## config.mk

```make
export PLATFORM = sky130hd
export DESIGN_NAME = bcd_score_accumulator
export DESIGN_NICKNAME = d
export VERILOG_FILES = /design/src/rtl/bcd_score_accumulator.sv
export SDC_FILE = /design/constraint.sdc
export NUM_CORES = 1
export LEC_CHECK = 0
export ABC_AREA = 1
export ABC_CLOCK_PERIOD_IN_PS = 7770
export CORE_ASPECT_RATIO = 1.1
export CORE_MARGIN = 5
export CORE_UTILIZATION = 50
export CTS_BUF_LIST = sky130_fd_sc_hd__clkbuf_4
export CTS_CLUSTER_DIAMETER = 150
export CTS_CLUSTER_SIZE = 12
export DETAILED_ROUTE_END_ITERATION = 16
export PLACE_DENSITY = 0.69
export SETUP_SLACK_MARGIN = 0.3
export SLEW_MARGIN = 5
export SYNTH_ARGS = -nofsm -noshare
export SYNTH_HDL_FRONTEND = slang
export SYNTH_SLANG_ARGS = --single-unit
```

## constraint.sdc

```tcl
create_clock -name clk -period 7.77 [get_ports clk]
set_clock_uncertainty 0.1 [all_clocks]
set_input_delay 0.777 -clock clk [delete_from_list [all_inputs] [get_ports clk]]
set_output_delay 0.777 -clock clk [all_outputs]
set_load 0.02 [all_outputs]
```

## src/rtl/bcd_score_accumulator.sv

```systemverilog
// Signed-delta BCD score register: adds a delta to digit 0, ripples the decimal
// carry/borrow one digit per clock, and publishes a saturated score on commit.
module bcd_score_accumulator #(
  parameter int DIGITS = 4
) (
  input  logic                  clk,
  input  logic                  reset,
  input  logic                  clear,
  input  logic                  delta_valid,
  input  logic [4:0]            delta,
  output logic                  ready,
  output logic [4*DIGITS-1:0]   score,
  output logic                  updated,
  output logic                  overflow,
  output logic                  underflow
);

  localparam int W     = 4 * DIGITS;
  localparam int IDX_W = $clog2(DIGITS);

  localparam logic [0:0] S_IDLE   = 1'b0;
  localparam logic [0:0] S_RIPPLE = 1'b1;

  localparam logic [IDX_W-1:0] LAST_IDX = IDX_W'(DIGITS - 1);

  typedef struct packed {
    logic signed [1:0] carry;
    logic [3:0]        digit;
  } digit_res_t;

  function automatic digit_res_t digit_add(input logic [3:0] d, input logic signed [5:0] n);
    logic signed [5:0] s;
    logic signed [5:0] t;
    digit_res_t        r;
    s = $signed({2'b00, d}) + n;
    if (s < 6'sd0) begin
      t       = s + 6'sd10;
      r.digit = t[3:0];
      r.carry = -2'sd1;
    end else if (s > 6'sd9) begin
      t       = s - 6'sd10;
      r.digit = t[3:0];
      r.carry = 2'sd1;
    end else begin
      r.digit = s[3:0];
      r.carry = 2'sd0;
    end
    return r;
  endfunction

  logic [0:0]        state_q, state_d;
  logic [W-1:0]      working_q, working_d;
  logic signed [1:0] carry_q, carry_d;
  logic [IDX_W-1:0]  idx_q, idx_d;
  logic [W-1:0]      score_q, score_d;
  logic              updated_q, updated_d;
  logic              overflow_q, overflow_d;
  logic              underflow_q, underflow_d;

  logic signed [5:0] delta_ext;
  logic signed [5:0] inc;
  digit_res_t        res0;
  digit_res_t        resr;
  logic [W-1:0]      all_nines;

  always_comb begin
    for (int i = 0; i < DIGITS; i++) begin
      all_nines[4*i +: 4] = 4'd9;
    end
  end

  // Out-of-range deltas still go through the handshake, but as a zero change.
  assign delta_ext = $signed({delta[4], delta});
  assign inc       = (delta_ext >= -6'sd8 && delta_ext <= 6'sd8) ? delta_ext : 6'sd0;
  assign res0      = digit_add(working_q[3:0], inc);
  assign resr      = digit_add(working_q[idx_q*4 +: 4], $signed({{4{carry_q[1]}}, carry_q}));

  // NOTE: every always_comb output gets a default first so no path infers a latch.
  always_comb begin
    state_d     = state_q;
    working_d   = working_q;
    carry_d     = carry_q;
    idx_d       = idx_q;
    score_d     = score_q;
    updated_d   = 1'b0;
    overflow_d  = 1'b0;
    underflow_d = 1'b0;

    if (clear) begin
      state_d   = S_IDLE;
      working_d = '0;
      carry_d   = 2'sd0;
      idx_d     = '0;
      score_d   = '0;
    end else begin
      case (state_q)
        S_IDLE: begin
          if (delta_valid) begin
            working_d[3:0] = res0.digit;
            if (res0.carry == 2'sd0) begin
              score_d   = working_d;
              updated_d = 1'b1;
            end else begin
              carry_d = res0.carry;
              idx_d   = IDX_W'(1);
              state_d = S_RIPPLE;
            end
          end
        end
        S_RIPPLE: begin
          working_d[idx_q*4 +: 4] = resr.digit;
          if (resr.carry == 2'sd0) begin
            score_d   = working_d;
            updated_d = 1'b1;
            carry_d   = 2'sd0;
            state_d   = S_IDLE;
          end else if (idx_q != LAST_IDX) begin
            carry_d = resr.carry;
            idx_d   = idx_q + 1'b1;
          end else begin
            // Carry out of the top digit: clamp rather than wrap.
            working_d  = (resr.carry > 2'sd0) ? all_nines : '0;
            score_d    = working_d;
            updated_d  = 1'b1;
            overflow_d = (resr.carry > 2'sd0);
            underflow_d = (resr.carry < 2'sd0);
            carry_d    = 2'sd0;
            state_d    = S_IDLE;
          end
        end
        default: state_d = S_IDLE;
      endcase
    end
  end

  // NOTE: sequential state uses non-blocking assignments so all flops update together.
  always_ff @(posedge clk or posedge reset) begin
    if (reset) begin
      state_q     <= S_IDLE;
      working_q   <= '0;
      carry_q     <= 2'sd0;
      idx_q       <= '0;
      score_q     <= '0;
      updated_q   <= 1'b0;
      overflow_q  <= 1'b0;
      underflow_q <= 1'b0;
    end else begin
      state_q     <= state_d;
      working_q   <= working_d;
      carry_q     <= carry_d;
      idx_q       <= idx_d;
      score_q     <= score_d;
      updated_q   <= updated_d;
      overflow_q  <= overflow_d;
      underflow_q <= underflow_d;
    end
  end

  assign ready     = (state_q == S_IDLE);
  assign score     = score_q;
  assign updated   = updated_q;
  assign overflow  = overflow_q;
  assign underflow = underflow_q;

endmodule

```

[Yosys cells after proc, flatten, opt, wreduce, memory -nomap -nowiden]
Cells that the tools add are included.
Operators by class
  $add $sub $neg: 8
  order comparisons: 8
  eq/ne operators: 7
  shift-type cells: 3
  mux-type cells: 51
  bitwise gates (word level): 1
  reductions and logical operators: 7
Operators with widths (count)
  $mux 16: 9
  $neg 4->34: 1
  $shift 4x34->16 const A: 1
  $shiftx 4x34->16: 1
  $pmux 16 s2: 1
  $mux 2: 10
  $mux 1: 18
  $mux 6: 3
  $bwmux 16: 1
  $shiftx 16x5->4: 1
  $gt 6x5->1 const B: 2
  $lt 6x1->1 const B: 2
  $mux 12: 1
  $mux 5: 2
  $ne 3x3->1 const B: 3
  $add 4x4->4 const B: 2
  $pmux 2 s2: 2
  $pmux 4 s2: 1
  $sub 4x4->4 const B: 2
  $add 5x2->6: 1
  $add 5x6->6: 1
  $ne 3x2->1 const B: 2
  $ge 5x4->1 const B: 1
  $le 5x5->1 const B: 1
  other kinds (14): 16
Storage, ports and cells
  flip-flop bits (word level): 40
  input port bits: 9

[Longest topological paths before layout]
Gate-level depths: netlist (run 1).
  depth after elaboration: 12
  depth in mapped cells: 23

[Worst setup path after synthesis (run 1)]
No wires, ideal clock.
  kind: reg2reg
  from: register idx_q[0]
  to: register working_q[3]
  library setup time: 122 ps
  data arrival time: 2908 ps
  setup slack: 4640 ps
  cell stages (with the launch flop): 19
  clock period less this slack: 3130 ps
  path through: dfrtp_1 inv_1 clkbuf_1 o21ai_0 o22ai_1 ha_1 fa_1 xnor2_1 inv_1 ha_1 or2_2 a21oi_1 a21oi_2 nand2_1 o21ai_2 nand2_1 nand2_1 nand2_1 o21ai_1
On the way
  cells in the longest elaborated chain, start to end: 11
  elaborated cells between the ends (all ways): 20
  those cells by class: 4 x add/sub; 3 x order compare; 1 x eq/ne; 3 x shift; 8 x mux; 1 x reduce/logical
RTL lines
  start, declared: RTL line 54  | logic [IDX_W-1:0] idx_q, idx_d;
  start signal, assigned: RTL line 151  | idx_q <= idx_d;
  $shiftx 16x5->4: RTL line 76  | assign resr = digit_add(working_q[idx_q*4 +: 4], $signed({{4{carry_q[1]}}, carry_q}));
  $add 5x2->6: RTL line 35  | s = $signed({2'b00, d}) + n;
  $gt 6x5->1 or $sub 4x4->4 (tied branches): RTL line 40, 41
  $mux 5: RTL line 40  | end else if (s > 6'sd9) begin
  $mux 6: RTL line 36  | if (s < 6'sd0) begin
  $shiftx 4x34->16 or $gt 2x1->1 (tied branches): RTL line 111, 122
  $bwmux 16 or $mux 16 (tied branches): RTL line 111, 122
  $mux 16: RTL line 117  | end else if (idx_q != LAST_IDX) begin
  $mux 16 (*): RTL line 112  | if (resr.carry == 2'sd0) begin
  $pmux 4 s2 (*): RTL line 96  | case (state_q)
  $mux 16 (*): RTL line 89  | if (clear) begin
  end signal, assigned: RTL line 149  | working_q <= working_d;
  end, declared: RTL line 52  | logic [W-1:0] working_q, working_d;
Every way passes the cells marked *; elsewhere a longest branch is shown, timed or not.
A chain may end at the register's enable or synchronous reset.

[Final worst setup path (run 1)]
  from: register idx_q[0]
  to: register working_q[13]
On the way
  cells in the longest elaborated chain, start to end: 11
  elaborated cells between the ends (all ways): 18
  those cells by class: 4 x add/sub; 2 x order compare; 1 x eq/ne; 3 x shift; 7 x mux; 1 x reduce/logical
RTL lines
  $shiftx 16x5->4: RTL line 76
  $add 5x2->6: RTL line 35
  $gt 6x5->1 or $sub 4x4->4 (tied branches): RTL line 40, 41
  $mux 5: RTL line 40
  $mux 6: RTL line 36
  $shiftx 4x34->16: RTL line 111  | working_d[idx_q*4 +: 4] = resr.digit;
  $bwmux 16: RTL line 111
  $mux 16: RTL line 117
  $mux 16 (*): RTL line 112
  $mux 12 (*): RTL line 96
  $mux 16 (*): RTL line 89
Every way passes the cells marked *; elsewhere a longest branch is shown, timed or not. The select of a mux whose other input is x is not followed.

==> qor.yml, run 1 <==
layout:
  n_fill_cell: 556
  nets: 472
  drive_gt1_share_pct: 9.71
  area_growth_pct: 13.6
  diodes: 0
clocking:
  clk_latency_ns: 0.37
  holdBufCountCts: 0
  clk_pin_slew_ns: 0.14
  cts_root_buffer: "clkbuf_4"
  ctsResizeCount: 0
  numCtsBuffers: 5
  cts_tree: "built"
  cts_sinks: 40
  clockBufferDepth: 2
  htreeDepth: 2
  post_cts_buffers: 0
detailed_routing:
  first_iter_violations: 191
  detail_route.wl_per_cell_microns: 14.5
  ant_nets: 0
  first_pass_iters: 5
  routed_via_density: 5.37
  wirelength_microns: 7550
  vias: 2793
  drc: 0
timing:
  setup_tns_ns: 0
  fin_crit_sh_pct: 50.0
  timing.hold.ws_ns: 0.390
  hold_violations: 0
  finalCriticalPeriod_ns: 3.89
  tightest_slew_ns: 0.648
  grt_setup_unrepaired: "no"
  slew_headroom_pct: 56.6
  setup_viol: 0
  max_freq_mhz: 257
  slew_viol_final: 0
setup_path:
  reg2reg_from: "idx_q[0]$_DFFE_PP0P_"
  path_cells: "inv_1 > o21ai_0 > o22ai_1 > ha_1 > fa_1 > xnor2_1 > nand2_1 > nand3_1 > nand3_2 > nand2_1 > inv_2 > nor2_2 > nand2_1 > o21ai_1"
  endpoint: "working_q[13]$_DFFE_PP0N_"
  critPathMaxStageDelay_ns: 0.71
  rrSetupSlack_ns: 3.88
  critPathArrivalTime_ns: 4.06
  cp-start-kind: "flip-flop"
  crit_start: "idx_q[0]$_DFFE_PP0P_"
  critPathSlowestCell: "dfrtp_1"
  cp-end-kind: "flip-flop"
  critPathTopFamily: "simple AND/OR/NAND/NOR gates"
  path_max_fanout: 17
  critPathBufInv: 2
  crit_top_cell: "nand2_1"
  rr_worst_depth: 14
  r2r_end: "working_q[13]$_DFFE_PP0N_"
  cp_num_cells: 14
  crit_required_ns: 7.94
  crit_type: "reg2reg"
logic_synthesis:
  synth-edff-count: 0
  synth_area_sq_um: 2980
  synthTopCellsByArea: "dfrtp_1 (34%), nand2_1 (13%), ha_1 (8.0%)"
  synth_top_area_cell: "dfrtp_1"
  yosysTopAreaCellShare_pct: 33.6
  synth_warnings: 0
  synthArstFlopShare_pct: 100
  ys_ff_latch: 40
  synth_area_per_cell_sq_um: 7.19
  synthCells: 414
  yosys-top-cells-count: "nand2_1 (101), inv_1 (53), nor2_1 (44), dfrtp_1 (40), nand3_1 (27)"
  synth_nets: 444
  yosysMostFrequentCell: "nand2_1"
  ys.flop_type: "dfrtp_1"
  seq_area_frac_synth_pct: 33.6
  synth_cell_types: 41
power:
  pwr_density_cell_nw_per_um2: 328
  netSwitchingPower_w: 0.000545
  peakVddDrop_v: 0.000168
  pwr-share-clk_pct: 12.4
  p_leak_nw: 1.69
  intPower_w: 0.000563
  combPwrFrac_pct: 60.4
  seqPwrFrac_pct: 27.2
  swShare_pct: 49.2
place:
  port_buffers: 28
  gp_congestion: 0.980
  dp_hpwl_microns: 5780
floorplanning:
  initial_core_util_pct: 51.6
  num_rows: 29
  core-area_sq_um: 5770
  die_area_sq_um: 7600
  die_x_microns: 83.6
  die_h_microns: 90.9
  io-pin-count: 29
grt:
  grt_first_pass_wirelength_microns: 12700
  grt_usage_pct: 20.2
  grt_max_degree: 41
  grt_pass1_vias: 2696
  antenna_found_initial: 0
  grt-ovfl-total: 0
outcome:
  status: "finished clean"
run:
  max_cap_viol_count: 0
hold_path:
  holdCritPathClass: "reg2reg"
[cell type report]
class / count / area (sq um) / share of cell area, %
timing repair buffer: 29 / 288 / 8.51
clock inverter: 3 / 37.5 / 1.11
clock buffer: 5 / 37.5 / 1.11
multi-input combinational: 304 / 1690 / 49.9
inverter: 62 / 233 / 6.88
sequential: 40 / 1000 / 29.6
tap: 77 / 96.3 / 2.85
[kinds of logic after synthesis]
| kind of cell | synth area share (%) |
|---|---|
| AO/OA/AOI/OAI | 15.8 |
| XOR/XNOR | 1.43 |
| adder cells (fa/ha/maj) | 9.33 |
| buffers and inverters | 9.67 |
| flip-flops | 33.6 |
| AND/OR/NAND/NOR | 30.1 |
[metrics by stage]
stage	worst slack (ns)	utilization [%]	power (W)	instance area, sq um	std cells
floorplan	4.64	-	0.000792	2980	414
global route	3.48	58.6	0.00120	3380	520
global placement	3.78	57.3	0.000957	3310	512
CTS	3.94	58.6	0.00111	3380	520
finish	3.88	58.6	0.00111	3380	520
detailed placement	3.77	57.3	0.000965	3310	512
[registers in the layout (all words and copies together) (netlist names)]
name	count
carry_q	2
working_q	16
idx_q	2
underflow	1
state_q	1
score	16
overflow	1
updated	1
[metal layers]
metal / global-route usage [%] / vias to the layer above / part of all wire [%]
met3: 3.01 / 18 / 4.5
met2: 34.5 / 93 / 49
li1: - / 1397 / -
met1: 25.3 / 1285 / 44
met4: 8.31 / 0 / 2.4
met5: 0 / - / 0
[power by group through the flow]
stage	logic, W	clock network [W]	registers (W)
after global routing	0.000743	0.000147	0.000308
after detailed placement	0.000660	0	0.000305
after global placement	0.000652	0	0.000305
after CTS	0.000666	0.000140	0.000301
after floorplan	0.000465	0	0.000327
final	0.000669	0.000137	0.000302
[tightest hold or removal path, delay by kind of cell, from the launching register on]
kind / cells / cell delay [ns]
DFF: 1 / 0.36
and+or+nand+nor: 2 / 0.10
[worst min path at each step]
stage	slack, ns	endpoint	start	cells after the start
after floorplan	0.36	carry_q[0]$_DFFE_PP0P_	carry_q[0]$_DFFE_PP0P_	2
after global placement	0.37	score[3]$_DFFE_PP0P_	score[3]$_DFFE_PP0P_	2
after detailed placement	0.36	score[3]$_DFFE_PP0P_	score[3]$_DFFE_PP0P_	2
after CTS	0.40	score[3]$_DFFE_PP0P_	score[3]$_DFFE_PP0P_	2
after global routing	0.43	score[2]$_DFFE_PP0P_	score[2]$_DFFE_PP0P_	2
final	0.39	score[3]$_DFFE_PP0P_	score[3]$_DFFE_PP0P_	2
[layout by cell type (no fill, tap or decap), drive strengths merged]
| cell | instances |
|---|---|
| nand2 | 110 |
| inv | 61 |
| nor2 | 48 |
| dfrtp | 40 |
| nand3 | 30 |
| clkdlybuf4s50 | 28 |
| o21ai | 27 |
| a21oi | 22 |
| ha | 19 |
| a31oi | 6 |
| o22ai | 6 |
| clkbuf | 5 |
| nand4 | 4 |
| o211ai | 4 |
| or2 | 4 |
| nand3b | 3 |
| a21boi | 3 |
| clkinv | 3 |
| xor2 | 3 |
| nor3 | 2 |
| o311ai | 2 |
| o31ai | 2 |
| o21a | 2 |
| fa | 2 |
| xnor2 | 1 |
| nor4 | 1 |
| and2 | 1 |
| a22oi | 1 |
| a32oi | 1 |
| bufinv | 1 |
| buf | 1 |
(Power assumes the default switching activity.)
==> inputs of run 2 (changes only) <==
Settings changed: ABC_CLOCK_PERIOD_IN_PS 7770 to 3400, PLACE_DENSITY 0.69 to 0.72.
Clock period 7.77 ns to 3.4 ns, I/O delays scaled along.
==> run 2 against run 1 <==
Net effect:
- register-to-register slack got worse by 3.5 ns
- cell area increased by 15%
- maximum frequency increased by 27%
- worst hold slack got worse by 0.11 ns
- via count increased by 5.9%
- final cell count increased by 6.2%
- sequential share of layout area decreased by 3.7 points
- combinational power increased to 3.1 times the previous value
- setup slack got worse by 3.5 ns
- sequential power increased by 130%
- global-route usage increased by 0.70 points
- critical endpoint is now score[14]$_DFFE_PP0P_
- largest power group unchanged
==> qor.yml, run 2 (same netlist as run 1, synthesis figures left out) <==
clocking:
  cts_tree: "built"
  htreeDepth: 2  # unchanged
  clockBufferDepth: 2  # unchanged
  clk_pin_slew_ns: 0.13  # about the same
  cts_root_buffer: "clkbuf_4"
  holdBufCountCts: 0  # unchanged
  cts_sinks: 40  # unchanged
  clk_latency_ns: 0.36  # about the same
  numCtsBuffers: 5  # unchanged
timing:
  timing.hold.ws_ns: 0.277  # -0.113 ns
  grt_setup_unrepaired: "yes"
  tightest_slew_ns: 0.566  # -0.0824 ns
  slew_headroom_pct: 61.9  # +5.3 points
  finalCriticalPeriod_ns: 3.06  # -0.830 ns
  setup_tns_ns: 0  # unchanged
  slew_viol_final: 0  # unchanged
  hold_violations: 0  # unchanged
  fin_crit_sh_pct: 89.9  # +40 points
  setup_viol: 0  # unchanged
  max_freq_mhz: 327  # +27%
setup_path:
  path_max_fanout: 6  # -11
  cp-end-kind: "flip-flop"
  cp-start-kind: "flip-flop"
  crit_required_ns: 3.58  # -4.36 ns
  critPathArrivalTime_ns: 3.24  # -0.82 ns
  crit_type: "reg2reg"
power:
  peakVddDrop_v: 0.000373  # +120%
  seqPwrFrac_pct: 22.6  # -4.6 points
  pwr_density_cell_nw_per_um2: 779  # +140%
  intPower_w: 0.00156  # +180%
  swShare_pct: 48.3  # -0.85 points
  combPwrFrac_pct: 69.1  # +8.7 points
  netSwitchingPower_w: 0.00146  # +170%
  pwr-share-clk_pct: 8.3  # -4.1 points
  p_leak_nw: 1.86  # +10%
layout:
  n_fill_cell: 490  # -12%
  area_growth_pct: 30.1
  layout_commonest_cell: "nand2_1"
  diodes: 0  # unchanged
  drive_gt1_share_pct: 25.7  # +16 points
  final_cells: 552  # +6.2%
  mostFrequentLayoutCells: "nand2_1 (96), inv_1 (50), dfrtp_1 (39), nor2_1 (35)"
  nets: 504  # +6.8%
hold_path:
  holdCritPathClass: "in2async"
detailed_routing:
  routed_via_density: 5.36  # -0.23%
  wirelength_microns: 8270  # +9.5%
  ant_nets: 0  # unchanged
  drc: 0  # unchanged
  detail_route.wl_per_cell_microns: 15.0  # +3.1%
  vias: 2958  # +5.9%
  first_pass_iters: 4  # -1
  first_iter_violations: 157  # -18%
floorplanning:
  num_rows: 29  # unchanged
  io-pin-count: 29  # unchanged
  die_x_microns: 83.6  # unchanged
  core-area_sq_um: 5770  # unchanged
  initial_core_util_pct: 51.6  # unchanged
  die_h_microns: 90.9  # unchanged
  die_area_sq_um: 7600  # unchanged
grt:
  grt_pass1_vias: 2815  # +4.4%
  grt_usage_pct: 20.9  # +0.70 points
  grt_max_degree: 41  # unchanged
  grt_first_pass_wirelength_microns: 13100  # +3.8%
  grt-ovfl-total: 0  # unchanged
  antenna_found_initial: 0  # unchanged
place:
  gp_congestion: 0.957  # -2.4%
  dp_hpwl_microns: 5950  # +2.9%
  dp_cells: 526  # +2.7%
  port_buffers: 28  # unchanged
run:
  max_cap_viol_count: 0  # unchanged
outcome:
  status: "finished clean"
[run 2: area by class of cell]
class | count | area (sq um) | share of cell area, %
clock inverter | 2 | 11.3 | 0.291
sequential | 40 | 1000 | 25.9
timing repair buffer | 61 | 557 | 14.4
inverter | 62 | 240 | 6.20
clock buffer | 6 | 45.0 | 1.16
multi-input combinational | 304 | 1920 | 49.6
tap | 77 | 96.3 | 2.49
[run 2: stage by stage]
| stage | total power (W) | setup slack, ns | cell area, sq um | util [%] |
|---|---|---|---|---|
| floorplan | 0.00181 | 0.316 | 2980 | - |
| global placement | 0.00227 | 0.120 | 3410 | 59.1 |
| detailed placement | 0.00230 | 0.0215 | 3410 | 59.1 |
| CTS | 0.00260 | 0.303 | 3500 | 60.7 |
| global route | 0.00325 | 0.211 | 3870 | 67.1 |
| finish | 0.00302 | 0.342 | 3870 | 67.1 |
[run 2: worst paths after layout]
| path | start | endpoint | slack, ns | depth (start not counted) |
|---|---|---|---|---|
| max | idx_q[0]$_DFFE_PP0P_ | score[14]$_DFFE_PP0P_ | 0.34 | 16 |
| min | reset | score[0]$_DFFE_PP0P_ | 0.28 | 3 |
| max reg2reg | idx_q[0]$_DFFE_PP0P_ | score[14]$_DFFE_PP0P_ | 0.34 | 16 |
| min reg2reg | score[0]$_DFFE_PP0P_ | score[0]$_DFFE_PP0P_ | 0.41 | 2 |
| max in group asynchronous | reset | working_q[13]$_DFFE_PP0N_ | 2.53 | 3 |
| min in group clk | score[0]$_DFFE_PP0P_ | score[0]$_DFFE_PP0P_ | 0.41 | 2 |
[run 2: power by group through the flow]
| stage | sequential [W] | clock, W | combinational (W) |
|---|---|---|---|
| 2_1_floorplan | 0.000748 | 0 | 0.00106 |
| 3_3_place_gp | 0.000676 | 0 | 0.00160 |
| 3_5_place_dp | 0.000676 | 0 | 0.00163 |
| 4_1_cts | 0.000668 | 0.000258 | 0.00167 |
| 5_1_grt | 0.000698 | 0.000278 | 0.00227 |
| 6_report | 0.000682 | 0.000252 | 0.00208 |
[run 2: repair_timing]
action | in CTS | in global routing
cloned | 0 | 0
buffers inserted | 1 | 17
setup endpoints to repair | 26 | 38
gates resized for setup | 6 | 67
pin swaps | 2 | 24
[run 2: per-layer routing]
| metal | vias to the layer above | part of all wire, % | wire length (microns) | global-route usage (%) |
|---|---|---|---|---|
| li1 | 1464 | - | - | - |
| met1 | 1398 | 41 | 3420 | 25.7 |
| met2 | 86 | 52 | 4300 | 36.7 |
| met3 | 10 | 5.1 | 419 | 4.11 |
| met4 | 0 | 1.5 | 121 | 6.43 |
| met5 | - | 0 | 0 | 0 |
[run 2: worst max-delay path, cell delays in order, from the launching register on]
cell     delay [ns]
dfrtp_2        0.47
buf_6          0.15
o21ai_2        0.12
o22ai_2        0.09
ha_2           0.23
fa_2           0.39
xnor2_2        0.21
inv_1          0.12
ha_4           0.28
o22ai_1        0.09
nor2_2         0.16
nand2_1        0.08
nor2_2         0.13
nand2_1        0.06
nand2_1        0.08
nand2_1        0.07
a21oi_2        0.15
